<file path="config.mk">
export PLATFORM = sky130hd
export DESIGN_NAME = midterm_ram_writer
export DESIGN_NICKNAME = d
export VERILOG_FILES = /design/src/rtl/midterm_pkg.sv /design/src/rtl/midterm_ram.sv /design/src/rtl/midterm_ram_writer.sv
export SDC_FILE = /design/constraint.sdc
export NUM_CORES = 2
export LEC_CHECK = 0
export BUFFER_PORTS_ARGS = -buffer_cell sky130_fd_sc_hd__buf_4
export CAP_MARGIN = 15
export CORE_MARGIN = 4
export CORE_UTILIZATION = 55
export CTS_BUF_LIST = sky130_fd_sc_hd__clkbuf_8 sky130_fd_sc_hd__clkbuf_16
export CTS_CLUSTER_SIZE = 30
export DETAILED_ROUTE_END_ITERATION = 6
export PLACE_DENSITY = 0.7
export SKIP_CTS_REPAIR_TIMING = 1
export SLEW_MARGIN = 20
export SYNTH_ARGS = -nofsm -noshare
export SYNTH_HDL_FRONTEND = slang
export SYNTH_SLANG_ARGS = --single-unit
</file>
<file path="constraint.sdc">
create_clock -name clk -period 6.05 [get_ports clk]
set_clock_uncertainty 0.1 [all_clocks]
set_input_delay 0.605 -clock clk [delete_from_list [all_inputs] [get_ports clk]]
set_output_delay 0.605 -clock clk [all_outputs]
set_load 0.01 [all_outputs]
</file>
<file path="src/rtl/midterm_pkg.sv">
// midterm_pkg: shared state encoding, nibble slot indices and word width
package midterm_pkg;
    localparam int WORD_W = 16;
    localparam int NIB_W  = 4;

    typedef enum logic [2:0] {
        S_IDLE,
        S_COLLECT,
        S_WRITE,
        S_DONE,
        S_FULL
    } state_t;

    // Matrix elements arrive a, c, d, b; slot index picks the nibble lane
    typedef logic [1:0] slot_t;
    localparam slot_t SLOT_A = 2'd0;
    localparam slot_t SLOT_C = 2'd1;
    localparam slot_t SLOT_D = 2'd2;
    localparam slot_t SLOT_B = 2'd3;
endpackage

</file>
<file path="src/rtl/midterm_ram.sv">
// midterm_ram: DEPTH x 16 store, one synchronous write port, one asynchronous read port
module midterm_ram
    import midterm_pkg::*;
#(
    parameter int DEPTH = 256,
    parameter int AW    = 8
) (
    input  logic              clk,
    input  logic              we,
    input  logic [AW-1:0]     wr_addr,
    input  logic [WORD_W-1:0] wr_data,
    input  logic [AW-1:0]     rd_addr,
    output logic [WORD_W-1:0] rd_data
);
    logic [WORD_W-1:0] mem [DEPTH];

    always_ff @(posedge clk) begin
        if (we) mem[wr_addr] <= wr_data;
    end

    // Async read sees the pre-edge contents during a same-cycle write
    assign rd_data = mem[rd_addr];
endmodule

</file>
<file path="src/rtl/midterm_ram_writer.sv">
// midterm_ram_writer: packs a nibble stream into 16-bit words and stores them
// sequentially in a local RAM read combinationally by the determinant core.
module midterm_ram_writer
    import midterm_pkg::*;
#(
    parameter int DEPTH = 256,
    parameter int AW    = 8
) (
    input  logic              clk,
    input  logic              reset,
    input  logic              start,
    input  logic              in_valid,
    input  logic [3:0]        in_nib,
    input  logic              in_last,
    output logic              in_ready,
    output logic              busy,
    output logic              done,
    output logic              full,
    output logic [AW:0]       wr_count,
    input  logic [AW-1:0]     rd_addr,
    output logic [WORD_W-1:0] rd_data
);
    state_t            state, next;
    logic [AW-1:0]     addr;
    slot_t             slot;
    logic [WORD_W-1:0] word;
    logic              last_q;
    logic              accept;
    logic              we;
    logic              idle_like;

    assign accept    = in_valid && in_ready;
    assign idle_like = state inside {S_IDLE, S_DONE, S_FULL};

    always_ff @(posedge clk) begin
        if (reset) state <= S_IDLE;
        else       state <= next;
    end

    always_comb begin
        next = state;
        unique case (state)
            S_IDLE, S_DONE, S_FULL: next = start ? S_COLLECT : state;
            S_COLLECT: next = (accept && (slot == SLOT_B || in_last)) ? S_WRITE : S_COLLECT;
            S_WRITE:   next = last_q ? S_DONE : (&addr) ? S_FULL : S_COLLECT;
            default:   next = S_IDLE;
        endcase
    end

    always_comb begin
        in_ready = state == S_COLLECT;
        busy     = state == S_COLLECT || state == S_WRITE;
        done     = state == S_DONE;
        full     = state == S_FULL;
        we       = state == S_WRITE;
    end

    // word is zeroed between words so a short final word pads high nibbles with 0
    always_ff @(posedge clk) begin
        if (reset) begin
            addr     <= '0;
            slot     <= SLOT_A;
            word     <= '0;
            last_q   <= 1'b0;
            wr_count <= '0;
        end else if (idle_like && start) begin
            addr     <= '0;
            slot     <= SLOT_A;
            word     <= '0;
            last_q   <= 1'b0;
            wr_count <= '0;
        end else if (state == S_COLLECT && accept) begin
            word[{slot, 2'b00} +: NIB_W] <= in_nib;
            slot   <= slot + 2'd1;
            last_q <= in_last;
        end else if (state == S_WRITE) begin
            wr_count <= wr_count + 1'b1;
            slot     <= SLOT_A;
            word     <= '0;
            if (!last_q && !(&addr)) addr <= addr + 1'b1;
        end
    end

    midterm_ram #(.DEPTH(DEPTH), .AW(AW)) u_ram (
        .clk     (clk),
        .we      (we),
        .wr_addr (addr),
        .wr_data (word),
        .rd_addr (rd_addr),
        .rd_data (rd_data)
    );
endmodule

</file>
### Yosys cells after proc, flatten, opt, wreduce, memory -nomap -nowiden

Memory sizes are Yosys's and may differ from the RTL's.
Index checks and enable logic that the tools add are counted.

* reduce and logical (&&, ||, !) cells: 17
* add/sub/neg operators: 4
* shifts and indexed selects: 2
* eq/ne operators: 6
* multiplexer cells: 12
* bitwise gates (word level): 1

Operators with widths (count)
* $mux W16: 2
* $bwmux W16: 1
* $shift A4 B6 Y16 const A: 1
* $shiftx A4 B6 Y16: 1
* $add A9 B1 Y9 const B: 1
* $mux W3: 3
* $pmux W3 S3: 1
* $add A8 B1 Y8 const B: 1
* $reduce_and A8 Y1: 1
* $eq A3 B2 Y1 const B: 2
* $mux W2: 3
* $neg A4 Y6: 1
* $logic_and A1 B1 Y1: 5
* $eq A3 B1 Y1 const B: 1
* $eq A3 B3 Y1 const B: 1
* $logic_not A3 Y1: 1
* $reduce_and A3 Y1: 1
* $reduce_bool A3 Y1: 1
* $reduce_or A3 Y1: 1
* $add A2 B1 Y2 const B: 1
* $eq A2 B2 Y1 const B: 1
* $logic_not A1 Y1: 2
* $logic_or A1 B1 Y1: 2
* $mux W1: 2
* other kinds (5): 5

* memories kept: 1
* word-level logic and storage cells: 49
* bits of input ports: 17
* bits in writable memories: 4096
* bits in registers: 39
* output and inout bits: 29

Memories
* u_ram.mem: words 256, width 16, read ports 1, clocked after Yosys merged registers in 0, wr ports 1, RTL line midterm_ram.sv:15 `logic [WORD_W-1:0] mem [DEPTH];`

### Logic depth before layout (Yosys ltp)

* depth in word-level cells: 5
* mapped depth: 13
* depth with buffers taken out: 8

### Modules after synthesis

From an unflattened synthesis, not the netlist that was laid out.

* cell total of the unflattened synthesis: 7542
* area, all modules: 160156.1 µm²

Modules (own cells, without submodules)
* midterm_ram: cells each 7344, area an instance 158394.4 µm², instances 1, seq. area each 122998.0 µm²
* midterm_ram_writer: cells each 198, area an instance 1761.7 µm², instances 1, seq. area each 780.7 µm²

### Least setup slack after synthesis

No wires, ideal clock.

* path type: reg-to-reg
* start point: reg word[4]
* end point: mem u_ram.mem[0][4], data pin
* required time: 5.094 ns
* setup slack: 1.697 ns
* arrival: 3.398 ns
* clock period less this slack: 4.353 ns
* setup time: 0.856 ns
* stages on the path, launching flop included: 1
* path buffers: 0
* cell sequence: dfxtp_1

RTL lines
* from (decl): RTL line midterm_ram_writer.sv:26 `logic [WORD_W-1:0] word;`
* from (signal, indexed assignment): RTL line midterm_ram_writer.sv:73 `word[{slot, 2'b00} +: NIB_W] <= in_nib;`
* to (decl): RTL line midterm_ram.sv:15

No word-level cell before the write port.

### Worst setup path after layout

* start point: in rd_addr[1]
* end point: out rd_data[3]

* cells in the longest elaborated chain, start to end: 1

RTL lines
* from (decl): RTL line midterm_ram_writer.sv:20 `input logic [AW-1:0] rd_addr,`
* $mem_v2 Z256 W16
* to (decl): RTL line midterm_ram_writer.sv:21 `output logic [WORD_W-1:0] rd_data`

No other way between the ends.

==> results.py <==
metrics = {
    "outcome": {
        "outcome": "complete, no violations",
    },
    "sta": {
        "fmax_mhz": 172.8,
        "drv_slew": 0,
        "grt_setup_unrepaired": "false",
        "setup_tns_ns": 0,
        "period_minus_slack_ns": 5.787,
        "fin_crit_sh_pct": 95.65,
        "finalSetupViolCount": 0,
        "hold_viol_final": 0,
        "tightest_slew_ns": 1.287,
        "maxSlewHeadroom_pct": 14.09,
    },
    "cells_and_area": {
        "fillCellCount": 19190,
        "final_layout_size_suffix_gt1_share_pct": 23.86,
        "layout.nets": 8032,
        "seq_area_sq_um": 123800,
        "final_common_cell": "edfxtp_1",
        "multi_input_area_sq_um": 33380,
        "final_cell_mix": "edfxtp_1 (4096), mux4_2 (842), mux2i_1 (504), buf_4 (477), clkbuf_16 (409)",
        "area_delta_synth_final_pct": 12.79,
    },
    "power": {
        "leakage_nw": 60.70,
        "powerDensity_nw_per_um2": 322.3,
        "clock_power_share_pct": 42.9,
        "ir_worst_vdd_v": 0.0002818,
        "intPower_mw": 45.89,
        "p_total_mw": 58.01,
        "power_frac_comb_pct": 3.5,
        "pwr-share-seq_pct": 53.5,
        "switching_power_mw": 12.12,
        "swShare_pct": 20.89,
    },
    "routing": {
        "drtPass1Iterations": 7,
        "route.detailed.drc": 0,
        "wl_per_cell_um": 34.61,
        "viasPerCell": 6.757,
        "dr_total_vias": 81990,
        "first_iter_violations": 12440,
        "ant_nets": 0,
        "drt-total-wl_um": 419900,
    },
    "floorplan": {
        "start_util_pct": 55.34,
        "die_w_um": 546.7,
        "dieArea_sq_um": 298900,
        "rows": 197,
        "pin_count": 46,
        "coreArea_sq_um": 288400,
        "die_height_um": 546.7,
    },
    "logic_synthesis": {
        "synth_top_area_share_pct": 77.07,
        "synth_flop_cell": "edfxtp_1",
        "syn_area_sq_um": 159600,
        "synthMuxAreaShare_pct": 15.09,
        "synth.distinct_cells": 65,
        "synthCells": 7512,
        "seq_area_frac_synth_pct": 77.56,
        "yosysTopAreaCell": "edfxtp_1",
        "async_flop_share_pct": 0,
        "synth_top_family_by_area": "multiplexers",
        "synth_compound_area_share_pct": 3.518,
        "synth_edf_count": 4096,
        "synth.area.top_cells": "edfxtp_1 (77%), mux4_2 (12%), mux2i_1 (3.2%)",
        "synth_seq_cells": 4135,
        "avgSynthCellArea_sq_um": 21.25,
        "syn_nets": 7540,
        "yosysWarnings": 0,
        "synth_fa_ha_area_share_pct": 0.08624,
        "yosys.area_share.simple_pct": 2.068,
        "synth-xor-area-share_pct": 0.08232,
    },
    "cts": {
        "path_clk_slew_ns": 0.06,
        "clockBufferDepth": 4,
        "cts_tree": "done",
        "worstSkewPairLatency_ns": 0.97,
        "numCtsBuffers": 407,
        "cts.sinks": 4135,
        "ctsRootBufferMaster": "clkbuf_16",
        "htreeDepth": 5,
    },
    "setup_path": {
        "critPathCaptureType": "primary output",
        "crit_path_max_fanout": 44,
        "reg2reg_depth": 5,
        "timing.rr.end": "u_ram.mem[59][10]$_DFFE_PP_",
        "critPathKind": "primary input to primary output",
        "r2r_slack_ns": 1.90,
        "r2r_start": "state[1]$_SDFFE_PP0P_",
        "arrival_ns": 5.08,
        "cp-startpoint": "rd_addr[1]",
        "endpoint": "rd_data[3]",
        "start_kind": "primary input",
        "crit_required_ns": 5.34,
    },
    "job": {
        "cap_violations": 0,
    },
    "min_path": {
        "worstHoldPathType": "primary input to flip-flop",
    },
    "grt": {
        "grt_pass1_wl_um": 599700,
        "grt_pass1_vias": 80030,
        "grt-ovfl-total": 0,
        "track_usage_pct": 27.85,
        "antenna_found_initial": 22,
        "grt_max_degree": 193,
    },
    "place": {
        "port-buffer-count": 45,
        "hpwl_um": 251900,
        "gp_congestion": 0.9404,
    },
}
[synth_stat cells (all sizes together) (4+ instances only)]
| cell type | number |
|---|---|
| a2111oi | 15 |
| a211oi | 11 |
| a21oi | 176 |
| a221oi | 9 |
| a22o | 19 |
| a22oi | 162 |
| and2 | 5 |
| and3 | 5 |
| buf | 246 |
| clkbuf | 210 |
| dfxtp | 39 |
| edfxtp | 4096 |
| ha | 11 |
| inv | 7 |
| mux2 | 6 |
| mux2i | 504 |
| mux4 | 842 |
| nand2 | 101 |
| nand2b | 4 |
| nand3 | 32 |
| nand3b | 12 |
| nand4 | 28 |
| nor2 | 351 |
| nor2b | 8 |
| nor3 | 128 |
| nor3b | 9 |
| nor4 | 14 |
| o2111a | 6 |
| o21a | 5 |
| o21ai | 58 |
| o221ai | 142 |
| o22a | 10 |
| o22ai | 139 |
| o311ai | 10 |
| o31a | 10 |
| o31ai | 24 |
| or2 | 5 |
| or4 | 11 |
| xor2 | 13 |
[logic make-up after synthesis]
kind of cell	Yosys count
AO/OA/AOI/OAI	807
AND/OR/NAND/NOR	728
adder cells (fa/ha/maj)	11
flip-flops	4135
XOR/XNOR	15
buffers and inverters	464
multiplexers	1352
[flip-flops by register name, summed over array words and instances, names as in the netlist]
signal     cells
slot           2
addr           8
state          3
last_q         1
wr_count       9
word          16
u_ram.mem   4096
[power groups by stage]
stage                     combinational, mW  sequential, mW  clock [mW]
after floorplan                        1.24            31.7           0
after global placement                 2.01            31.7           0
after detailed placement               2.02            31.7           0
after CTS                              2.03            31.1        25.2
after global routing                   2.13            31.0        26.4
final                                  2.05            31.1        24.9
[worst max-delay path, cell delays in order]
cell and delay, ns:
buf_8 0.38, nand2b_4 0.33, buf_4 0.43, o22ai_1 0.32, or4_1 0.25, o31ai_1 0.16, a2111oi_0 0.98, nand4_1 0.23
nor3_1 1.01, buf_4 0.27
[layer usage]
metal / vias up / routed length (um) / GRT usage (%)
li1: 32690 / - / -
met1: 43080 / 158200 / 40.33
met2: 5410 / 193900 / 41.63
met3: 803 / 48680 / 6.619
met4: 6 / 19110 / 10.97
met5: - / 38 / 0
[area by class of cell]
class,count,share of cell area (%)
flip-flops and latches,4135,68.80
clock inverters,335,1.680
multi-input cells,2913,18.55
clock buffers,409,5.686
inverters,8,0.02224
repair buffers,539,2.621
well taps,3781,2.628
diodes,14,0.01946
[worst min-delay path by stage]
stage | to | from | depth (start not counted)
after floorplan | last_q$_SDFFE_PP0P_ | last_q$_SDFFE_PP0P_ | 2
after global placement | wr_count[8]$_SDFFE_PP0P_ | wr_count[8]$_SDFFE_PP0P_ | 2
after detailed placement | wr_count[8]$_SDFFE_PP0P_ | wr_count[8]$_SDFFE_PP0P_ | 2
after CTS | state[1]$_SDFFE_PP0P_ | reset | 2
after global routing | state[2]$_SDFFE_PP0P_ | reset | 3
final | state[2]$_SDFFE_PP0P_ | reset | 3
[metrics by stage]
stage | setup WS [ns] | utilization [%] | hold slack (ns) | cells | instance area (sq um)
final | 0.2629 | 62.42 | 0.2674 | 12130 | 180000
after global routing | 0.2663 | 62.41 | 0.2509 | 12120 | 180000
after CTS | 0.5365 | 62.37 | -0.3378 | 12110 | 179900
after detailed placement | 0.5576 | 57.78 | 0.4180 | 11370 | 166600
after global placement | 0.1782 | 57.77 | 0.3987 | 11370 | 166600
after floorplan | 1.697 | - | 0.3759 | 7512 | 159600
(Power assumes the default switching activity.)
